### src/rtl/mem_port_master.sv
// mem_port_master: exclusive initiator for a single-port synchronous Memory.
// It accepts single or burst read/write requests over a valid/ready handshake,
// drives the Memory rw_enable/address/data_in port, and returns read data per beat.
//
// Ports
//   clk, rst_n                    clock; asynchronous active-low reset
//   req_valid/req_ready           request handshake
//   req_write/req_addr/req_len    request direction, first address, beats minus one
//   wr_valid/wr_ready/wr_data     write beat handshake and data
//   wr_done                       one-cycle pulse when the last write beat commits
//   rd_valid/rd_ready/rd_data     read beat handshake and data
//   rd_last                       marks the final read beat
//   busy                          high whenever the FSM is not idle
//   mem_rw_enable                 to Memory: 0 = write, 1 = read
//   mem_address/mem_data_in       to Memory
//   mem_data_out                  from Memory
module mem_port_master #(
  parameter int unsigned ADDR_W       = 10,
  parameter int unsigned DATA_W       = 16,
  parameter int unsigned LEN_W        = 4,
  parameter int unsigned READ_LATENCY = 1
) (
  input  logic              clk,
  input  logic              rst_n,
  input  logic              req_valid,
  output logic              req_ready,
  input  logic              req_write,
  input  logic [ADDR_W-1:0] req_addr,
  input  logic [LEN_W-1:0]  req_len,
  input  logic              wr_valid,
  output logic              wr_ready,
  input  logic [DATA_W-1:0] wr_data,
  output logic              wr_done,
  output logic              rd_valid,
  input  logic              rd_ready,
  output logic [DATA_W-1:0] rd_data,
  output logic              rd_last,
  output logic              busy,
  output logic              mem_rw_enable,
  output logic [ADDR_W-1:0] mem_address,
  output logic [DATA_W-1:0] mem_data_in,
  input  logic [DATA_W-1:0] mem_data_out
);

  localparam int unsigned LAT_W = (READ_LATENCY < 1) ? 1 : $clog2(READ_LATENCY + 1);

  typedef enum logic [1:0] {
    S_IDLE     = 2'd0,
    S_WR       = 2'd1,
    S_RD_ISSUE = 2'd2,
    S_RD_RESP  = 2'd3
  } state_t;

  state_t              r_state,         w_state_nxt;
  logic [ADDR_W-1:0]   r_cur_addr,      w_cur_addr_nxt;
  logic [LEN_W-1:0]    r_beats,         w_beats_nxt;
  logic [LAT_W-1:0]    r_lat_cnt,       w_lat_cnt_nxt;
  logic                r_req_ready,     w_req_ready_nxt;
  logic                r_wr_ready,      w_wr_ready_nxt;
  logic                r_wr_done,       w_wr_done_nxt;
  logic                r_rd_valid,      w_rd_valid_nxt;
  logic                r_rd_last,       w_rd_last_nxt;
  logic [DATA_W-1:0]   r_rd_data,       w_rd_data_nxt;
  logic                r_busy,          w_busy_nxt;
  logic                r_mem_rw_enable, w_mem_rw_enable_nxt;
  logic [ADDR_W-1:0]   r_mem_address,   w_mem_address_nxt;
  logic [DATA_W-1:0]   r_mem_data_in,   w_mem_data_in_nxt;

  logic w_wr_hs;
  logic w_rd_hs;

  assign w_wr_hs = wr_valid && r_wr_ready;
  assign w_rd_hs = rd_ready && r_rd_valid;

  // State and registered outputs; reset forces the port back to a safe read.
  always_ff @(posedge clk or negedge rst_n) begin
    if (!rst_n) begin
      r_state         <= S_IDLE;
      r_cur_addr      <= '0;
      r_beats         <= '0;
      r_lat_cnt       <= '0;
      r_req_ready     <= 1'b1;
      r_wr_ready      <= 1'b0;
      r_wr_done       <= 1'b0;
      r_rd_valid      <= 1'b0;
      r_rd_last       <= 1'b0;
      r_rd_data       <= '0;
      r_busy          <= 1'b0;
      r_mem_rw_enable <= 1'b1;
      r_mem_address   <= '0;
      r_mem_data_in   <= '0;
    end else begin
      r_state         <= w_state_nxt;
      r_cur_addr      <= w_cur_addr_nxt;
      r_beats         <= w_beats_nxt;
      r_lat_cnt       <= w_lat_cnt_nxt;
      r_req_ready     <= w_req_ready_nxt;
      r_wr_ready      <= w_wr_ready_nxt;
      r_wr_done       <= w_wr_done_nxt;
      r_rd_valid      <= w_rd_valid_nxt;
      r_rd_last       <= w_rd_last_nxt;
      r_rd_data       <= w_rd_data_nxt;
      r_busy          <= w_busy_nxt;
      r_mem_rw_enable <= w_mem_rw_enable_nxt;
      r_mem_address   <= w_mem_address_nxt;
      r_mem_data_in   <= w_mem_data_in_nxt;
    end
  end

  // Next state and next register values.
  always_comb begin
    w_state_nxt         = r_state;
    w_cur_addr_nxt      = r_cur_addr;
    w_beats_nxt         = r_beats;
    w_lat_cnt_nxt       = r_lat_cnt;
    w_req_ready_nxt     = r_req_ready;
    w_wr_ready_nxt      = r_wr_ready;
    w_wr_done_nxt       = 1'b0;
    w_rd_valid_nxt      = r_rd_valid;
    w_rd_last_nxt       = r_rd_last;
    w_rd_data_nxt       = r_rd_data;
    w_mem_rw_enable_nxt = 1'b1;  // any cycle without an accepted write beat is a read
    w_mem_address_nxt   = r_mem_address;
    w_mem_data_in_nxt   = r_mem_data_in;

    unique case (r_state)
      S_IDLE: begin
        if (req_valid && r_req_ready) begin
          w_cur_addr_nxt  = req_addr;
          w_beats_nxt     = req_len;
          w_req_ready_nxt = 1'b0;
          if (req_write) begin
            w_state_nxt    = S_WR;
            w_wr_ready_nxt = 1'b1;
          end else begin
            w_state_nxt       = S_RD_ISSUE;
            w_mem_address_nxt = req_addr;
            w_lat_cnt_nxt     = '0;
          end
        end
      end

      S_WR: begin
        if (w_wr_hs) begin
          w_mem_address_nxt   = r_cur_addr;
          w_mem_data_in_nxt   = wr_data;
          w_mem_rw_enable_nxt = 1'b0;
          w_cur_addr_nxt      = r_cur_addr + ADDR_W'(1);
          if (r_beats == '0) begin
            w_state_nxt     = S_IDLE;
            w_wr_ready_nxt  = 1'b0;
            w_wr_done_nxt   = 1'b1;
            w_req_ready_nxt = 1'b1;
          end else begin
            w_beats_nxt = r_beats - LEN_W'(1);
          end
        end
      end

      S_RD_ISSUE: begin
        // Address was presented on entry; wait out the Memory latency plus one edge.
        if (r_lat_cnt == LAT_W'(READ_LATENCY)) begin
          w_rd_data_nxt  = mem_data_out;
          w_rd_valid_nxt = 1'b1;
          w_rd_last_nxt  = (r_beats == '0);
          w_state_nxt    = S_RD_RESP;
        end else begin
          w_lat_cnt_nxt = r_lat_cnt + LAT_W'(1);
        end
      end

      S_RD_RESP: begin
        if (w_rd_hs) begin
          w_rd_valid_nxt = 1'b0;
          w_rd_last_nxt  = 1'b0;
          if (r_beats == '0) begin
            w_state_nxt     = S_IDLE;
            w_req_ready_nxt = 1'b1;
          end else begin
            w_beats_nxt       = r_beats - LEN_W'(1);
            w_cur_addr_nxt    = r_cur_addr + ADDR_W'(1);
            w_mem_address_nxt = r_cur_addr + ADDR_W'(1);
            w_lat_cnt_nxt     = '0;
            w_state_nxt       = S_RD_ISSUE;
          end
        end
      end

      default: begin
        w_state_nxt     = S_IDLE;
        w_req_ready_nxt = 1'b1;
        w_wr_ready_nxt  = 1'b0;
        w_rd_valid_nxt  = 1'b0;
        w_rd_last_nxt   = 1'b0;
      end
    endcase

    w_busy_nxt = (w_state_nxt != S_IDLE);
  end

  assign req_ready     = r_req_ready;
  assign wr_ready      = r_wr_ready;
  assign wr_done       = r_wr_done;
  assign rd_valid      = r_rd_valid;
  assign rd_last       = r_rd_last;
  assign rd_data       = r_rd_data;
  assign busy          = r_busy;
  assign mem_rw_enable = r_mem_rw_enable;
  assign mem_address   = r_mem_address;
  assign mem_data_in   = r_mem_data_in;

endmodule

### config.mk
export PLATFORM = sky130hd
export DESIGN_NAME = mem_port_master
export DESIGN_NICKNAME = d
export VERILOG_FILES = /design/src/rtl/mem_port_master.sv
export SDC_FILE = /design/constraint.sdc
export NUM_CORES = 1
export LEC_CHECK = 0
export CORE_MARGIN = 4
export CORE_UTILIZATION = 40
export DETAILED_ROUTE_END_ITERATION = 7
export GPL_ROUTABILITY_DRIVEN = 0
export MAX_ROUTING_LAYER = met4
export PLACE_DENSITY = 0.78
export SYNTH_ARGS = -nofsm -noshare
export SYNTH_HDL_FRONTEND = slang
export SYNTH_SLANG_ARGS = --single-unit
### constraint.sdc
create_clock -name clk -period 2.6 [get_ports clk]
set_input_delay 0.52 -clock clk [delete_from_list [all_inputs] [get_ports clk]]
set_output_delay 0.52 -clock clk [all_outputs]
set_load 0.01 [all_outputs]
* Yosys cells after proc, flatten, opt, wreduce, memory -nomap -nowiden *
Cells that the tools add are included.
Widths: inputs -> output; s select.

operators by class
  order comparisons = 0
  eq/ne operators = 11
  $mul = 0
  bitwise operators = 0
  muxes and demuxes = 48
  reductions and logical operators = 18
  add/sub/neg operators = 3
  div/mod/pow operators = 0
  shift-type cells = 0

operators with widths
  cell                   count
  $mux 10                7
  $pmux 10 s3            2
  $mux 1                 21
  $mux 4                 4
  $ne 2x2->1 const B     8
  $reduce_and 5->1       3
  $mux 2                 7
  $pmux 4 s3             1
  $add 10x1->10 const B  1
  $pmux 2 s4             1
  $pmux 1 s2             3
  $pmux 1 s3             2
  $reduce_and 6->1       1
  $reduce_bool 2->1      3
  $reduce_bool 3->1      2
  $eq 2x2->1 const B     2
  $logic_not 4->1        1
  $reduce_and 2->1       2
  $reduce_and 4->1       1
  $sub 4x1->4 const B    1
  $logic_and 1x1->1      3
  $reduce_and 3->1       1
  $eq 2x1->1 const B     1
  $logic_not 2->1        1
  $add 1x1->1 const B    1

storage, ports and cells
  input port bits = 52
  memory bits (writable) = 0
  memories = 0
  latch bits = 0
  output and inout bits = 49
  ROM bits = 0
  register bits after elaboration = 66

* Depth between registers and ports, before layout *
  word-level depth = 5
  gate-level depth with buffers = 7

* Least setup slack after synthesis *
OpenSTA, ideal clock, no wires.

  path type = reg2reg
  start = reg r_beats[0]
  end = reg r_cur_addr[3]
  arrival = 1,626 ps
  path buffers = 1
  data required time = 2,479 ps
  setup slack = 853 ps
  cell stages (with the launch flop) = 8
  library setup time = 121 ps
  path through = dfrtp_1 inv_1 ha_1 nor3b_4 o211a_1 buf_2 a21oi_1 o22a_1

on the way
  cells in the longest elaborated chain, start to end = 3

RTL lines
  element                            line  text
  from (decl)                        56    logic [LEN_W-1:0] r_beats, w_beats_nxt;
  from (signal assigned)             95    r_beats <= w_beats_nxt;
  $logic_not 4->1                    176   if (r_beats == '0) begin
  $ne 2x2->1 (no source line)        -
  $reduce_and 5->1 (no source line)  -
  to (signal assigned)               94    r_cur_addr <= w_cur_addr_nxt;
  to (decl)                          55    logic [ADDR_W-1:0] r_cur_addr, w_cur_addr_nxt;

Every way passes these cells.
A chain may end at the register's enable or synchronous reset.

* Worst setup path after layout *
  start = reg r_beats[0]
  end = reg r_cur_addr[6]

Same word-level chain as after synthesis.

==> results.toml <==
[outcome]
outcome = "finished, final reports clean"

[logic_synthesis]
synth_top_area_cell = "dfrtp_1"
synth_fa_ha_area_share_pct = 0.778
yosys.area_share.simple_pct = 14.7
netlist.area_leader.share_pct = 49.8
syn_area_per_cell_sq_um = 10.9
syn_nets = 349
synth_xor_area_share_pct = 0.544
synth-main-ff-cell = "dfrtp_1"
ys_types = 50
netlist_instances = 295
synthArstFlopShare_pct = 100
muxShareOfSynthArea_pct = 13.9
syn-cell-area_sq_mm = 0.00322
yosys_warnings = 0
synth_compound_area_share_pct = 15.0
synth_seq_area_share_pct = 51.4
ys_top_cells_by_area = "dfrtp_1 50%, mux2_2 13%, a21oi_1 3.3%"
synth_edf_count = 0
synth_top_family_by_area = "compound AO/OA/AOI/OAI gates"
synth_seq_cells = 66

[pwr]
p_per_area_mw_per_mm2 = 453
peakVddDrop_v = 0.000300
p_leak_uw = 0.00192

[grt]
grt.overflow.total = 0
grt_first_pass_wirelength_um = 12700
grt_start_max_net_pins = 67
track_usage_pct = 16.8
grt_pass1_vias = 2735
antenna_found_initial = 0

[timing]
hold_slack_ns = 0.192
skew_ns = 0.0110
period_share_pct = 80.2
tns_ns = 0
drv_slew = 0
tightestPinTransition_ns = 0.480
max_slew_margin_pct = 67.8
rsz0062_at_grt = "no"
clock.fmax_mhz = 480
fin_crit_ns = 2.08
hold_viol = 0
setup_violations = 0

[worst_setup_path]
worstRegToRegCells = 7
cp-start-kind = "register"
endpoint_kind = "register"
path_max_fanout = 11
worstPathArrival_ns = 2.31
required_ns = 2.83
critPathKind = "register to register"

[route]
drt_iter0_drc = 85
vias = 2685
drt-wirelength-per-cell_um = 15.1
post-route-drc-count = 0
drtPass1Iterations = 4
wl_um = 7600
postRouteAntennaNets = 0
avgViaCountPerCell = 5.34

[clock_tree]
clockBufferDepth = 2
root_buffer = "clkbuf_8"
cts_tree = "done"
holdBufCountCts = 0
cts_made_buffers = 9
cts.clk_slew.worst_paths_ns = 0.08
post_cts_buffers = 0
h-tree-depth = 3
cts_sinks = 66
post_cts_resized = 0
worstSkewPairLatency_ns = 0.34

[floorplanning]
rows = 32
chipHeight_um = 97.7
core_sq_mm = 0.00777
pin_count = 101
die_width_um = 97.7
start_util_pct = 41.4
die_area_sq_mm = 0.00954

[run]
max-cap-violations = 0

[place]
dp_hpwl_um = 5500
io_buffers = 100

[final_layout]
drive_gt1_share_pct = 18.0
final_util_pct = 58.5
final_common_cell = "clkdlybuf4s50_1"
area_growth_syn_to_layout_pct = 41.1
mostFrequentLayoutCells = "99 x clkdlybuf4s50_1, 64 x dfrtp_1, 38 x mux2_2, 21 x a21oi_1, 18 x nand2_1"
nets = 450
antennaDiodeCount = 0

[hold_path]
hold_path_class = "input pin to asynchronous set/reset pin"
synthesized netlist by cell type, drive strengths merged, types with 2 or more instances:
library cell  count
clkbuf            9
nand4             7
o221a             2
o21ai            11
nand2            18
a211oi            3
mux2i             2
a221o             2
o32a              2
nor2b             4
dfrtp            64
o22ai             9
or4               2
nor3              4
buf               9
inv               9
a21o              2
nor3b             3
or3               4
mux2             38
ha                2
a21oi            21
dfstp             2
and4              2
o21bai            2
nand3            13
nand2b            3
a31oi             6
o22a              2
nor2             17
o31ai             4
and3              4
per-layer routing:
| layer | wire, um | part of all wire, % | up-vias | track usage, % |
|---|---|---|---|---|
| li1 | - | - | 1300 | - |
| met3 | 524 | 6.9 | 13 | 5.03 |
| met4 | 146 | 1.9 | 0 | 6.39 |
| met5 | 0 | 0 | - | - |
| met1 | 3260 | 43 | 1287 | 20.0 |
| met2 | 3680 | 48 | 85 | 26.8 |
metrics by stage:
step | power, uW | worst slack [ns] | instance area [sq um] | cells
after floorplan | 1100 | 0.853 | 3220 | 295
after global placement | 1230 | 0.263 | 4340 | 487
after detailed placement | 1230 | 0.191 | 4340 | 487
after CTS | 2090 | 0.516 | 4540 | 503
after global routing | 2160 | 0.379 | 4540 | 503
final | 2060 | 0.516 | 4540 | 503
worst paths after layout:
path                       slack (ns)              end      startpoint
max in group asynchronous        2.09        req_ready           rst_n
setup / recovery                 0.52    r_cur_addr[6]      r_beats[0]
min in group clk                 0.50   mem_data_in[5]  mem_data_in[5]
setup reg to reg                 0.52    r_cur_addr[6]      r_beats[0]
hold / removal                   0.19  mem_data_in[14]           rst_n
hold reg to reg                  0.50   mem_data_in[5]  mem_data_in[5]
cells by family (layout without fill, tap and decap cells):
logic type | count (synthesis) | after routing
flops | 66 | 66
xor+xnor | 2 | 2
mux | 40 | 40
simple gates | 85 | 85
fa+ha+maj | 2 | 2
compound gates | 73 | 73
buf+inv | 27 | 133
power breakdown:
| part | total [uW] | internal, uW | switching (uW) |
|---|---|---|---|
| combinational | 166 | 107 | 59.2 |
| sequential | 1040 | 1040 | 5.98 |
| clock | 848 | 444 | 404 |
final cells by class:
cell class	count	area [sq um]
clock inverters	6	68.8
inverters	9	33.8
repair buffers	108	1080
well taps	102	128
flip-flops and latches	66	1650
multi-input cells	202	1450
clock buffers	10	128
fillers	666	3230
sequential cells by signal, summed over array words and instances, names as in the netlist:
| signal | cells |
|---|---|
| r_state | 2 |
| rd_valid | 1 |
| mem_address | 10 |
| mem_data_in | 16 |
| rd_last | 1 |
| busy | 1 |
| r_beats | 4 |
| mem_rw_enable | 1 |
| req_ready | 1 |
| wr_done | 1 |
| r_lat_cnt | 1 |
| wr_ready | 1 |
| r_cur_addr | 10 |
| rd_data | 16 |
critical path, cell delays in order (launching register included):
cell      delay, ns
dfrtp_1        0.41
inv_1          0.09
ha_1           0.20
nor3b_4        0.46
o211a_1        0.29
buf_4          0.19
a21oi_1        0.05
o2bb2a_1       0.29
No activity file was read; power rests on OpenSTA's default activity.
